**src/rtl/mem_port_arbiter.sv**
```systemverilog
// Round-robin arbiter sharing one memory port between instruction fetch (IF) and load/store (LS).
// One transaction in flight: accept in IDLE, hand off to memory in ISSUE, route the response in WAIT.
module mem_port_arbiter #(
   parameter int ADDR_W = 64,
   parameter int DATA_W = 64
) (
   input  logic                  clk,
   input  logic                  rst_n,
   input  logic                  if_req_valid,
   output logic                  if_req_ready,
   input  logic [ADDR_W-1:0]     if_addr,
   output logic                  if_resp_valid,
   output logic [DATA_W-1:0]     if_rdata,
   input  logic                  ls_req_valid,
   output logic                  ls_req_ready,
   input  logic [ADDR_W-1:0]     ls_addr,
   input  logic                  ls_wen,
   input  logic [DATA_W-1:0]     ls_wdata,
   input  logic [DATA_W/8-1:0]   ls_wmask,
   output logic                  ls_resp_valid,
   output logic [DATA_W-1:0]     ls_rdata,
   output logic                  mem_req_valid,
   input  logic                  mem_req_ready,
   output logic [ADDR_W-1:0]     mem_addr,
   output logic                  mem_wen,
   output logic [DATA_W-1:0]     mem_wdata,
   output logic [DATA_W/8-1:0]   mem_wmask,
   input  logic                  mem_resp_valid,
   input  logic [DATA_W-1:0]     mem_rdata,
   output logic                  busy,
   output logic                  owner,
   output logic                  err
);

   localparam int MASK_W = DATA_W / 8;

   localparam logic [1:0] ST_IDLE  = 2'd0;
   localparam logic [1:0] ST_ISSUE = 2'd1;
   localparam logic [1:0] ST_WAIT  = 2'd2;

   logic [1:0]        state_q, state_d;
   logic              last_q, last_d;
   logic              owner_q, owner_d;
   logic              mem_req_valid_q, mem_req_valid_d;
   logic [ADDR_W-1:0] mem_addr_q, mem_addr_d;
   logic              mem_wen_q, mem_wen_d;
   logic [DATA_W-1:0] mem_wdata_q, mem_wdata_d;
   logic [MASK_W-1:0] mem_wmask_q, mem_wmask_d;
   logic              if_resp_valid_q, if_resp_valid_d;
   logic              ls_resp_valid_q, ls_resp_valid_d;
   logic [DATA_W-1:0] if_rdata_q, if_rdata_d;
   logic [DATA_W-1:0] ls_rdata_q, ls_rdata_d;
   logic              err_q, err_d;
   logic              grant_if_s, grant_ls_s;

   // Grant: a lone requester wins; on a tie the one not granted last wins (last_q = 1 means LS went last).
   always_comb begin
      grant_if_s = 1'b0;
      grant_ls_s = 1'b0;
      if (state_q == ST_IDLE) begin
         if (if_req_valid && ls_req_valid) begin
            if (last_q) begin
               grant_if_s = 1'b1;
            end else begin
               grant_ls_s = 1'b1;
            end
         end else if (if_req_valid) begin
            grant_if_s = 1'b1;
         end else if (ls_req_valid) begin
            grant_ls_s = 1'b1;
         end else begin
            grant_if_s = 1'b0;
         end
      end else begin
         grant_ls_s = 1'b0;
      end
   end

   // Next-state computation for the FSM, latched request and routed response.
   always_comb begin
      state_d         = state_q;
      last_d          = last_q;
      owner_d         = owner_q;
      mem_req_valid_d = mem_req_valid_q;
      mem_addr_d      = mem_addr_q;
      mem_wen_d       = mem_wen_q;
      mem_wdata_d     = mem_wdata_q;
      mem_wmask_d     = mem_wmask_q;
      if_resp_valid_d = 1'b0;
      ls_resp_valid_d = 1'b0;
      if_rdata_d      = if_rdata_q;
      ls_rdata_d      = ls_rdata_q;
      // A response outside WAIT is a protocol violation and is otherwise dropped.
      err_d           = err_q | (mem_resp_valid && (state_q != ST_WAIT));
      case (state_q)
         ST_IDLE: begin
            if (grant_if_s) begin
               mem_addr_d      = if_addr;
               mem_wen_d       = 1'b0;
               mem_wdata_d     = {DATA_W{1'b0}};
               mem_wmask_d     = {MASK_W{1'b0}};
               owner_d         = 1'b0;
               last_d          = 1'b0;
               mem_req_valid_d = 1'b1;
               state_d         = ST_ISSUE;
            end else if (grant_ls_s) begin
               mem_addr_d      = ls_addr;
               mem_wen_d       = ls_wen;
               mem_wdata_d     = ls_wdata;
               mem_wmask_d     = ls_wen ? ls_wmask : {MASK_W{1'b0}};
               owner_d         = 1'b1;
               last_d          = 1'b1;
               mem_req_valid_d = 1'b1;
               state_d         = ST_ISSUE;
            end else begin
               state_d = ST_IDLE;
            end
         end
         ST_ISSUE: begin
            if (mem_req_ready) begin
               mem_req_valid_d = 1'b0;
               state_d         = ST_WAIT;
            end else begin
               state_d = ST_ISSUE;
            end
         end
         ST_WAIT: begin
            if (mem_resp_valid) begin
               state_d = ST_IDLE;
               if (owner_q) begin
                  ls_resp_valid_d = 1'b1;
                  ls_rdata_d      = mem_wen_q ? {DATA_W{1'b0}} : mem_rdata;
               end else begin
                  if_resp_valid_d = 1'b1;
                  if_rdata_d      = mem_rdata;
               end
            end else begin
               state_d = ST_WAIT;
            end
         end
         default: begin
            state_d         = ST_IDLE;
            mem_req_valid_d = 1'b0;
         end
      endcase
   end

   // State and output registers; reset leaves last = LS so IF wins the first tie.
   always_ff @(posedge clk or negedge rst_n) begin
      if (!rst_n) begin
         state_q         <= ST_IDLE;
         last_q          <= 1'b1;
         owner_q         <= 1'b0;
         mem_req_valid_q <= 1'b0;
         mem_addr_q      <= {ADDR_W{1'b0}};
         mem_wen_q       <= 1'b0;
         mem_wdata_q     <= {DATA_W{1'b0}};
         mem_wmask_q     <= {MASK_W{1'b0}};
         if_resp_valid_q <= 1'b0;
         ls_resp_valid_q <= 1'b0;
         if_rdata_q      <= {DATA_W{1'b0}};
         ls_rdata_q      <= {DATA_W{1'b0}};
         err_q           <= 1'b0;
      end else begin
         state_q         <= state_d;
         last_q          <= last_d;
         owner_q         <= owner_d;
         mem_req_valid_q <= mem_req_valid_d;
         mem_addr_q      <= mem_addr_d;
         mem_wen_q       <= mem_wen_d;
         mem_wdata_q     <= mem_wdata_d;
         mem_wmask_q     <= mem_wmask_d;
         if_resp_valid_q <= if_resp_valid_d;
         ls_resp_valid_q <= ls_resp_valid_d;
         if_rdata_q      <= if_rdata_d;
         ls_rdata_q      <= ls_rdata_d;
         err_q           <= err_d;
      end
   end

   assign if_req_ready  = grant_if_s;
   assign ls_req_ready  = grant_ls_s;
   assign if_resp_valid = if_resp_valid_q;
   assign if_rdata      = if_rdata_q;
   assign ls_resp_valid = ls_resp_valid_q;
   assign ls_rdata      = ls_rdata_q;
   assign mem_req_valid = mem_req_valid_q;
   assign mem_addr      = mem_addr_q;
   assign mem_wen       = mem_wen_q;
   assign mem_wdata     = mem_wdata_q;
   assign mem_wmask     = mem_wmask_q;
   assign busy          = (state_q != ST_IDLE);
   assign owner         = owner_q;
   assign err           = err_q;

endmodule

```
**config.mk**
```make
export PLATFORM = sky130hd
export DESIGN_NAME = mem_port_arbiter
export DESIGN_NICKNAME = d
export VERILOG_FILES = /design/src/rtl/mem_port_arbiter.sv
export SDC_FILE = /design/constraint.sdc
export NUM_CORES = 1
export LEC_CHECK = 0
export BUFFER_PORTS_ARGS = -buffer_cell sky130_fd_sc_hd__buf_2
export CAP_MARGIN = 20
export CORE_AREA = 2 2 214 216
export DETAILED_ROUTE_END_ITERATION = 10
export DIE_AREA = 0 0 216 218
export GPL_TIMING_DRIVEN = 1
export HOLD_SLACK_MARGIN = 0.08
export PLACE_DENSITY = 0.48
export SYNTH_ARGS = -nofsm -noshare
export SYNTH_HDL_FRONTEND = slang
export SYNTH_SLANG_ARGS = --single-unit
```
**constraint.sdc**
```tcl
create_clock -name clk -period 2.7 [get_ports clk]
set_input_delay 0.135 -clock clk [delete_from_list [all_inputs] [get_ports clk]]
set_output_delay 0.135 -clock clk [all_outputs]
set_load 0.005 [all_outputs]
```
Yosys cells after proc, flatten, opt, wreduce, memory -nomap -nowiden

Index checks and enable logic that the tools add are counted.

Reductions and logical operators: 9
Bitwise operators: 3
Eq/ne operators: 5
Multiplexer cells: 35

Operator list:

| cell               | count |
|---|---|
| $mux 64            | 5 |
| $mux 8             | 3 |
| $mux 1             | 23 |
| $reduce_and 3->1   | 3 |
| $pmux 2 s3         | 1 |
| $mux 2             | 2 |
| $ne 2x2->1 const B | 2 |
| $reduce_bool 2->1  | 2 |
| $ne 3x3->1 const B | 1 |
| $pmux 1 s3         | 1 |
| $eq 2x1->1 const B | 1 |
| $eq 2x2->1 const B | 1 |
| $logic_and 1x1->1  | 2 |
| $logic_not 2->1    | 1 |
| $not 1->1          | 2 |
| $reduce_and 2->1   | 1 |
| $or 1x1->1         | 1 |

Word-level logic and storage cells: 65
Bits of input ports: 271
Flip-flop bits (word level): 273
Output and inout bits: 273

Depth between registers and ports, before layout

Gate-level depths: netlist (run 1).

Depth in word-level cells: 7
Gate-level depth with buffers: 6
Mapped depth without buffers: 4

Least setup slack after synthesis (run 1)

OpenSTA, ideal clock, no wires.

Kind: reg2reg
Start: reg state_q[0]
End: reg if_rdata_q[14], in the netlist if_rdata[14]
Arrival: 1.441 ns
Stages on the path, launching flop included: 6
Required time: 2.573 ns
Path buffers: 2
Setup slack: 1.131 ns
Library setup time: 0.127 ns
Cell sequence: dfrtp_1 > nand2b_1 > nor3b_2 > buf_4 > buf_6 > mux2_1

Cells in the longest elaborated chain, start to end: 2

Ends and longest elaborated chain:

| item                       | line | text |
|---|---|---|
| from (decl)                | 41   | `logic [1:0] state_q, state_d;` |
| from (signal assigned)     | 165  | `state_q <= state_d;` |
| $eq 2x2->1                 | 95   | `case (state_q)` |
| $reduce_and 3->1 (no line) | n/a  |  |
| to (signal assigned)       | 161  | `if_rdata_q <= {DATA_W{1'b0}};` |
| to (signal assigned)       | 175  | `if_rdata_q <= if_rdata_d;` |
| to (decl)                  | 51   | `logic [DATA_W-1:0] if_rdata_q, if_rdata_d;` |

No other way between the ends.
A chain may end at the register's enable or synchronous reset.

Worst setup path in the final report (run 1)

Start: reg last_q
End: reg mem_addr_q[20], in the netlist mem_addr[20]

Cells in the longest elaborated chain, start to end: 5

Ends and longest elaborated chain:

| item                        | line | text |
|---|---|---|
| from (decl)                 | 42   | `logic last_q, last_d;` |
| from (signal assigned)      | 166  | `last_q <= last_d;` |
| $mux 1                      | 62   | `if (last_q) begin` |
| $mux 1                      | 61   | `if (if_req_valid && ls_req_valid) begin` |
| $mux 1                      | 60   | `if (state_q == ST_IDLE) begin` |
| $reduce_bool 2->1 (no line) | n/a  |  |
| $reduce_and 2->1 (no line)  | n/a  |  |
| to (signal assigned)        | 155  | `mem_addr_q <= {ADDR_W{1'b0}};` |
| to (signal assigned)        | 169  | `mem_addr_q <= mem_addr_d;` |
| to (decl)                   | 45   | `logic [ADDR_W-1:0] mem_addr_q, mem_addr_d;` |

Parallel ways exist; a longest one is shown, timed or not.

==> results of run 1 <==
area by class of cell:
cell class,count,area (µm²),share of cell area (%)
flip-flops and latches,273,6833,36.82
repair buffers,842,5753,31.00
multi-input cells,543,4183,22.54
clock buffers,46,912.1,4.916
well taps,600,750.7,4.046
clock inverters,12,107.6,0.5799
inverters,3,13.76,0.07417
diodes,1,2.502,0.01349
registers in the layout, indices dropped and copies added, names as in the netlist:
register / count
mem_wen: 1
err: 1
mem_wdata: 64
ls_rdata: 64
if_resp_valid: 1
owner: 1
mem_addr: 64
state_q: 2
ls_resp_valid: 1
mem_wmask: 8
mem_req_valid: 1
if_rdata: 64
last_q: 1
how the worst min path moves through the flow:
stage | from | to | slack, ns | cells past startpoint
after CTS | rst_n | mem_wdata[37] | 0.11 | 2
after global routing | rst_n | mem_wdata[37] | 0.13 | 2
after detailed placement | rst_n | mem_wdata[37] | 0.16 | 1
after global placement | rst_n | mem_wdata[59] | 0.16 | 1
final | rst_n | mem_wdata[37] | 0.12 | 2
after floorplan | rst_n | err | -0.16 | 0
stage by stage:
stage                     worst slack [ns]  power, mW
after floorplan                      1.131      10.47
after global placement              0.5906      13.60
after detailed placement            0.5345      13.71
after CTS                           0.1192      18.72
after global routing               0.04119      19.82
final                               0.1799      18.53
synthesized netlist by cell type:
master,number,area [µm²]
dfrtp_1,272,6807
nand2_1,70,262.8
nand2b_1,66,412.9
a22o_1,65,569.3
o21ai_0,65,325.3
a311o_1,64,640.6
and4_1,64,560.5
o21a_1,64,480.5
clkbuf_1,56,210.2
mux2_1,49,551.8
buf_2,22,110.1
mux2_2,15,168.9
buf_6,11,123.9
a32o_1,8,80.08
a21o_1,3,22.52
buf_4,3,22.52
buf_1,2,7.510
inv_1,2,7.510
nor2_1,2,7.510
and3_1,1,6.260
dfstp_2,1,26.28
inv_2,1,3.750
nand3_1,1,5.000
nand4b_1,1,8.760
nor2_2,1,6.260
nor2_4,1,11.26
nor3b_2,1,12.51
o21ai_2,1,8.760
o22ai_1,1,6.260
per-layer routing:
layer  vias to the layer above  wire length, µm  GRT usage [%]
met5                         -               27              0
met4                         4              902          4.635
met3                        62             2796          4.059
met2                       378            21050          29.67
met1                      5147            17510          21.68
li1                       4959                -              -
cell families (layout without fill, tap and decap cells):
kind of cell,count (synthesis),in the layout,synth area share (%)
DFF,273,273,59.59
buffers and inverters,97,903,4.234
and+or+nand+nor,208,208,11.28
muxes,64,64,6.285
AOI/OAI and AO/OA,271,271,18.61
other,0,1,0
what timing repair did:
| action | CTS | global route |
|---|---|---|
| resized for setup | 0 | 2 |
| setup endpoints to repair | 0 | 22 |
| endpoints found under the hold margin | 534 | 0 |
| hold buffers | 277 | 0 |
report_power, final:
group | total, mW | switching [mW] | internal [mW]
registers | 6.79 | 0.916 | 5.88
clock network | 4.20 | 1.77 | 2.44
logic | 7.53 | 3.61 | 3.92
worst max-delay path, stage by stage, from the launching register on:
cell	delay [ns]
dfstp_2	0.54
nand2b_2	0.36
nand3_2	0.10
buf_4	0.38
a311o_1	0.43
dlygate4sd3_1	0.58
==> impl_metrics.json, run 1 <==
{
  "synth_warnings": 0,
  "drive_gt1_share_pct": 37.29,
  "p_leak_nw": 9.145,
  "die_area_um2": 47090,
  "netlist_area_um2": 11470,
  "cts_tree": "yes",
  "syn-num-nets": 1184,
  "clk_pin_slew_ns": 0.06,
  "start_kind": "flip-flop",
  "die_w_um": 216,
  "fmax_ghz": 0.3968,
  "grt_first_pass_wirelength_um": 65080,
  "initial_utilization_pct": 25.54,
  "io_buffers": 543,
  "fill_cells": 4361,
  "drtIter0Drc": 660,
  "drt-total-wl_um": 42290,
  "syn_to_final_growth_pct": 61.83,
  "grtUsageTotal_pct": 17.24,
  "pin_count": 544,
  "finish.utilization_pct": 41.33,
  "end_kind": "flip-flop",
  "ys_seq_area_share_pct": 59.59,
  "dpl_cell_area_um2": 14760,
  "cp-endpoint": "mem_addr[20]",
  "final_area_um2": 18560,
  "core_area_um2": 44890,
  "finalSetupViolCount": 0,
  "numCtsBuffers": 31,
  "hold-worst-slack_ns": 0.1200,
  "post_drt_via_cell_ratio": 4.547,
  "period_share_pct": 93.34,
  "skew_ns": 0.009219,
  "wl_per_cell_um": 18.23,
  "timing.rr.end": "mem_addr[20]",
  "clk_latency_ns": 0.58,
  "fin_nets": 1965,
  "layout_common_cells": "buf_2, dlygate4sd3_1, dfrtp_1, nand2_1",
  "grt_start_max_net_pins": 130,
  "ant_nets": 0,
  "status": "complete, no violations",
  "cts_sinks": 273,
  "ir_drop_v": 0.0005230,
  "maxCapViolations": 0,
  "gp_congestion": 0.7819,
  "reg2reg_depth": 5,
  "critPathRequiredTime_ns": 3.16,
  "final_max_slew_viol_count": 0,
  "powerDensity_nw_per_um2": 998.5,
  "synth_area_per_cell_um2": 12.56,
  "ys_seq_elements": 273,
  "reg2reg_slack_ns": 0.18,
  "finalHoldViolCount": 0,
  "first_global_vias": 11210,
  "reg2reg_from": "last_q",
  "setup_tns_ns": 0,
  "dr.pass1.iters": 5,
  "num_rows": 78,
  "startpoint": "last_q",
  "vias": 10550,
  "rsz0062_at_grt": "no",
  "cts_htree_levels": 1,
  "cts_setup_buffers": 0,
  "cp_max_fo": 65,
  "min_path_type": "in2async",
  "cp_data_arrival_time_ns": 2.98,
  "min_period_ns": 2.520,
  "die_y_um": 218,
  "ys_types": 29,
  "place_inst": 1984,
  "max-slew-margin-rel_pct": 47.58,
  "crit_type": "reg2reg",
  "clockRootBuffer": "clkbuf_16",
  "drc": 0,
  "instances_no_fill": 2320,
  "tightestPinTransition_ns": 0.7862,
  "cts_buffer_depth": 3,
  "hpwlAfterDp_um": 28050,
  "grt.overflow.total": 0,
  "layout_commonest_cell": "buf_2",
  "antenna_found_initial": 3,
  "synthCells": 913
}
Power figures use the tool's default switching activity.
==> run 2: changes to the inputs <==
--- a/config.mk
+++ b/config.mk
@@ -7,12 +7,14 @@
 export LEC_CHECK = 0
 export BUFFER_PORTS_ARGS = -buffer_cell sky130_fd_sc_hd__buf_2
 export CAP_MARGIN = 20
+export CELL_PAD_IN_SITES_DETAIL_PLACEMENT = 1
+export CELL_PAD_IN_SITES_GLOBAL_PLACEMENT = 1
 export CORE_AREA = 2 2 214 216
 export DETAILED_ROUTE_END_ITERATION = 10
 export DIE_AREA = 0 0 216 218
 export GPL_TIMING_DRIVEN = 1
 export HOLD_SLACK_MARGIN = 0.08
-export PLACE_DENSITY = 0.48
+export PLACE_DENSITY = 0.6
 export SYNTH_ARGS = -nofsm -noshare
 export SYNTH_HDL_FRONTEND = slang
 export SYNTH_SLANG_ARGS = --single-unit
==> impl_metrics.json, run 2 (synthesis gave the netlist of run 1 again) <==
{
  "status": "complete, no violations",
  "cts_buffer_depth": 3,
  "ant_nets": 0,
  "grt_start_max_net_pins": 84,
  "grt.overflow.total": 0,
  "core_area_um2": 44890,
  "cts_resized": 0,
  "drt-total-wl_um": 45770,
  "layout_commonest_cell": "buf_2",
  "clockRootBuffer": "clkbuf_16",
  "layout_common_cells": "buf_2, dlygate4sd3_1, dfrtp_1, nand2_1",
  "die_w_um": 216,
  "max-slew-margin-rel_pct": 42.20,
  "clk_pin_slew_ns": 0.06,
  "powerDensity_nw_per_um2": 1065,
  "cp_max_fo": 39,
  "cpMaxStageDelayCell": "dlygate4sd3_1",
  "vias": 11000,
  "dr.pass1.iters": 6,
  "hpwlAfterDp_um": 29040,
  "p_leak_nw": 9.253,
  "cts_htree_levels": 2,
  "maxCapViolations": 0,
  "critical_path.cell_chain": "nand2b_2, buf_4, and4_1, a311o_1, dlygate4sd3_1",
  "critical-path-top-delay-family": "buffers and inverters",
  "syn_to_final_growth_pct": 63.78,
  "post_drt_via_cell_ratio": 4.726,
  "grt_first_pass_wirelength_um": 70570,
  "final_max_slew_viol_count": 0,
  "cp_data_arrival_time_ns": 2.93,
  "numCtsBuffers": 36,
  "start_kind": "flip-flop",
  "drtIter0Drc": 657,
  "wl_per_cell_um": 19.67,
  "path_buf_inv": 2,
  "num_rows": 78,
  "finish.utilization_pct": 41.83,
  "io_buffers": 543,
  "rsz0062_at_grt": "no",
  "fill_cells": 4993,
  "drc": 0,
  "setup_tns_ns": 0,
  "crit_type": "reg2reg",
  "period_share_pct": 93.83,
  "grtUsageTotal_pct": 18.99,
  "ir_drop_v": 0.0005642,
  "critPathRequiredTime_ns": 3.10,
  "finalHoldViolCount": 0,
  "drive_gt1_share_pct": 37.54,
  "skew_ns": 0.01728,
  "end_kind": "flip-flop",
  "tightestPinTransition_ns": 0.8670,
  "cts_tree": "yes",
  "first_global_vias": 12130,
  "fmax_ghz": 0.3947,
  "gp_congestion": 0.8004,
  "clk_latency_ns": 0.53,
  "min_period_ns": 2.533,
  "die_area_um2": 47090,
  "pin_count": 544,
  "cts_sinks": 273,
  "min_path_type": "in2async",
  "antenna_found_initial": 5,
  "finalSetupViolCount": 0,
  "cpPeakStageDelay_ns": 0.57,
  "initial_utilization_pct": 25.54,
  "fin_nets": 1970,
  "die_y_um": 218
}
==> run 2: where the power goes <==
group	internal [mW]	switching [mW]	leakage [nW]	total, mW
clock	2.94	1.86	0.584	4.80
combinational	4.46	3.87	5.25	8.33
sequential	5.88	0.992	3.42	6.87
==> run 2: layout make-up <==
type	count	area [µm²]	share of cell area, %
Antenna cell	1	2.502	0.01333
Clock buffer	52	1062	5.657
Clock inverter	13	133.9	0.7129
Inverter	3	11.26	0.05996
Multi-Input combinational cell	543	4183	22.27
Sequential cell	273	6833	36.38
Tap cell	600	750.7	3.998
Timing Repair Buffer	842	5803	30.90
==> run 2: path summary, 6_finish.rpt <==
| path | from | end | slack (ns) | cells after the start |
|---|---|---|---|---|
| setup reg to reg | last_q | mem_addr[39] | 0.17 | 5 |
| hold reg to reg | err | err | 0.46 | 1 |
| max in group asynchronous | rst_n | mem_addr[44] | 1.66 | 3 |
| setup / recovery | last_q | mem_addr[39] | 0.17 | 5 |
| hold / removal | rst_n | ls_rdata[40] | 0.20 | 2 |
| min in group clk | ls_wdata[59] | mem_wdata[59] | 0.37 | 3 |
==> run 2: stage by stage <==
| stage | cells | setup slack, ns | total power, mW | area [µm²] | hold WS [ns] |
|---|---|---|---|---|---|
| floorplan | 913 | 1.131 | 10.47 | 11470 | -0.1606 |
| global placement | 1984 | 0.7435 | 13.70 | 14810 | 0.1541 |
| detailed placement | 1984 | 0.7102 | 13.89 | 14810 | 0.1558 |
| CTS | 2326 | 0.1984 | 20.08 | 18780 | 0.1818 |
| global route | 2327 | 0.09545 | 21.27 | 18780 | 0.2040 |
| finish | 2327 | 0.1666 | 20.00 | 18780 | 0.1952 |
==> run 2: layer usage <==
metal  GRT usage, %  wire [µm]  vias to the layer above
li1               -          -                     4967
met1          22.70      18580                     5474
met2          32.38      22320                      440
met3          5.063       3252                      110
met4          7.877       1580                        6
met5              0         34                        -
==> run 2: repair_timing <==
| item | 4_1_cts | 5_1_grt |
|---|---|---|
| endpoints found under the hold margin | 368 | 0 |
| buffers inserted | 0 | 0 |
| hold buffers | 277 | 0 |
==> run 2: worst reg2reg max path: stages, from the launching register on <==
cell and delay [ns]:
dfstp_2 0.37, nand2b_2 0.43, buf_4 0.42, and4_1 0.30, a311o_1 0.32, dlygate4sd3_1 0.57
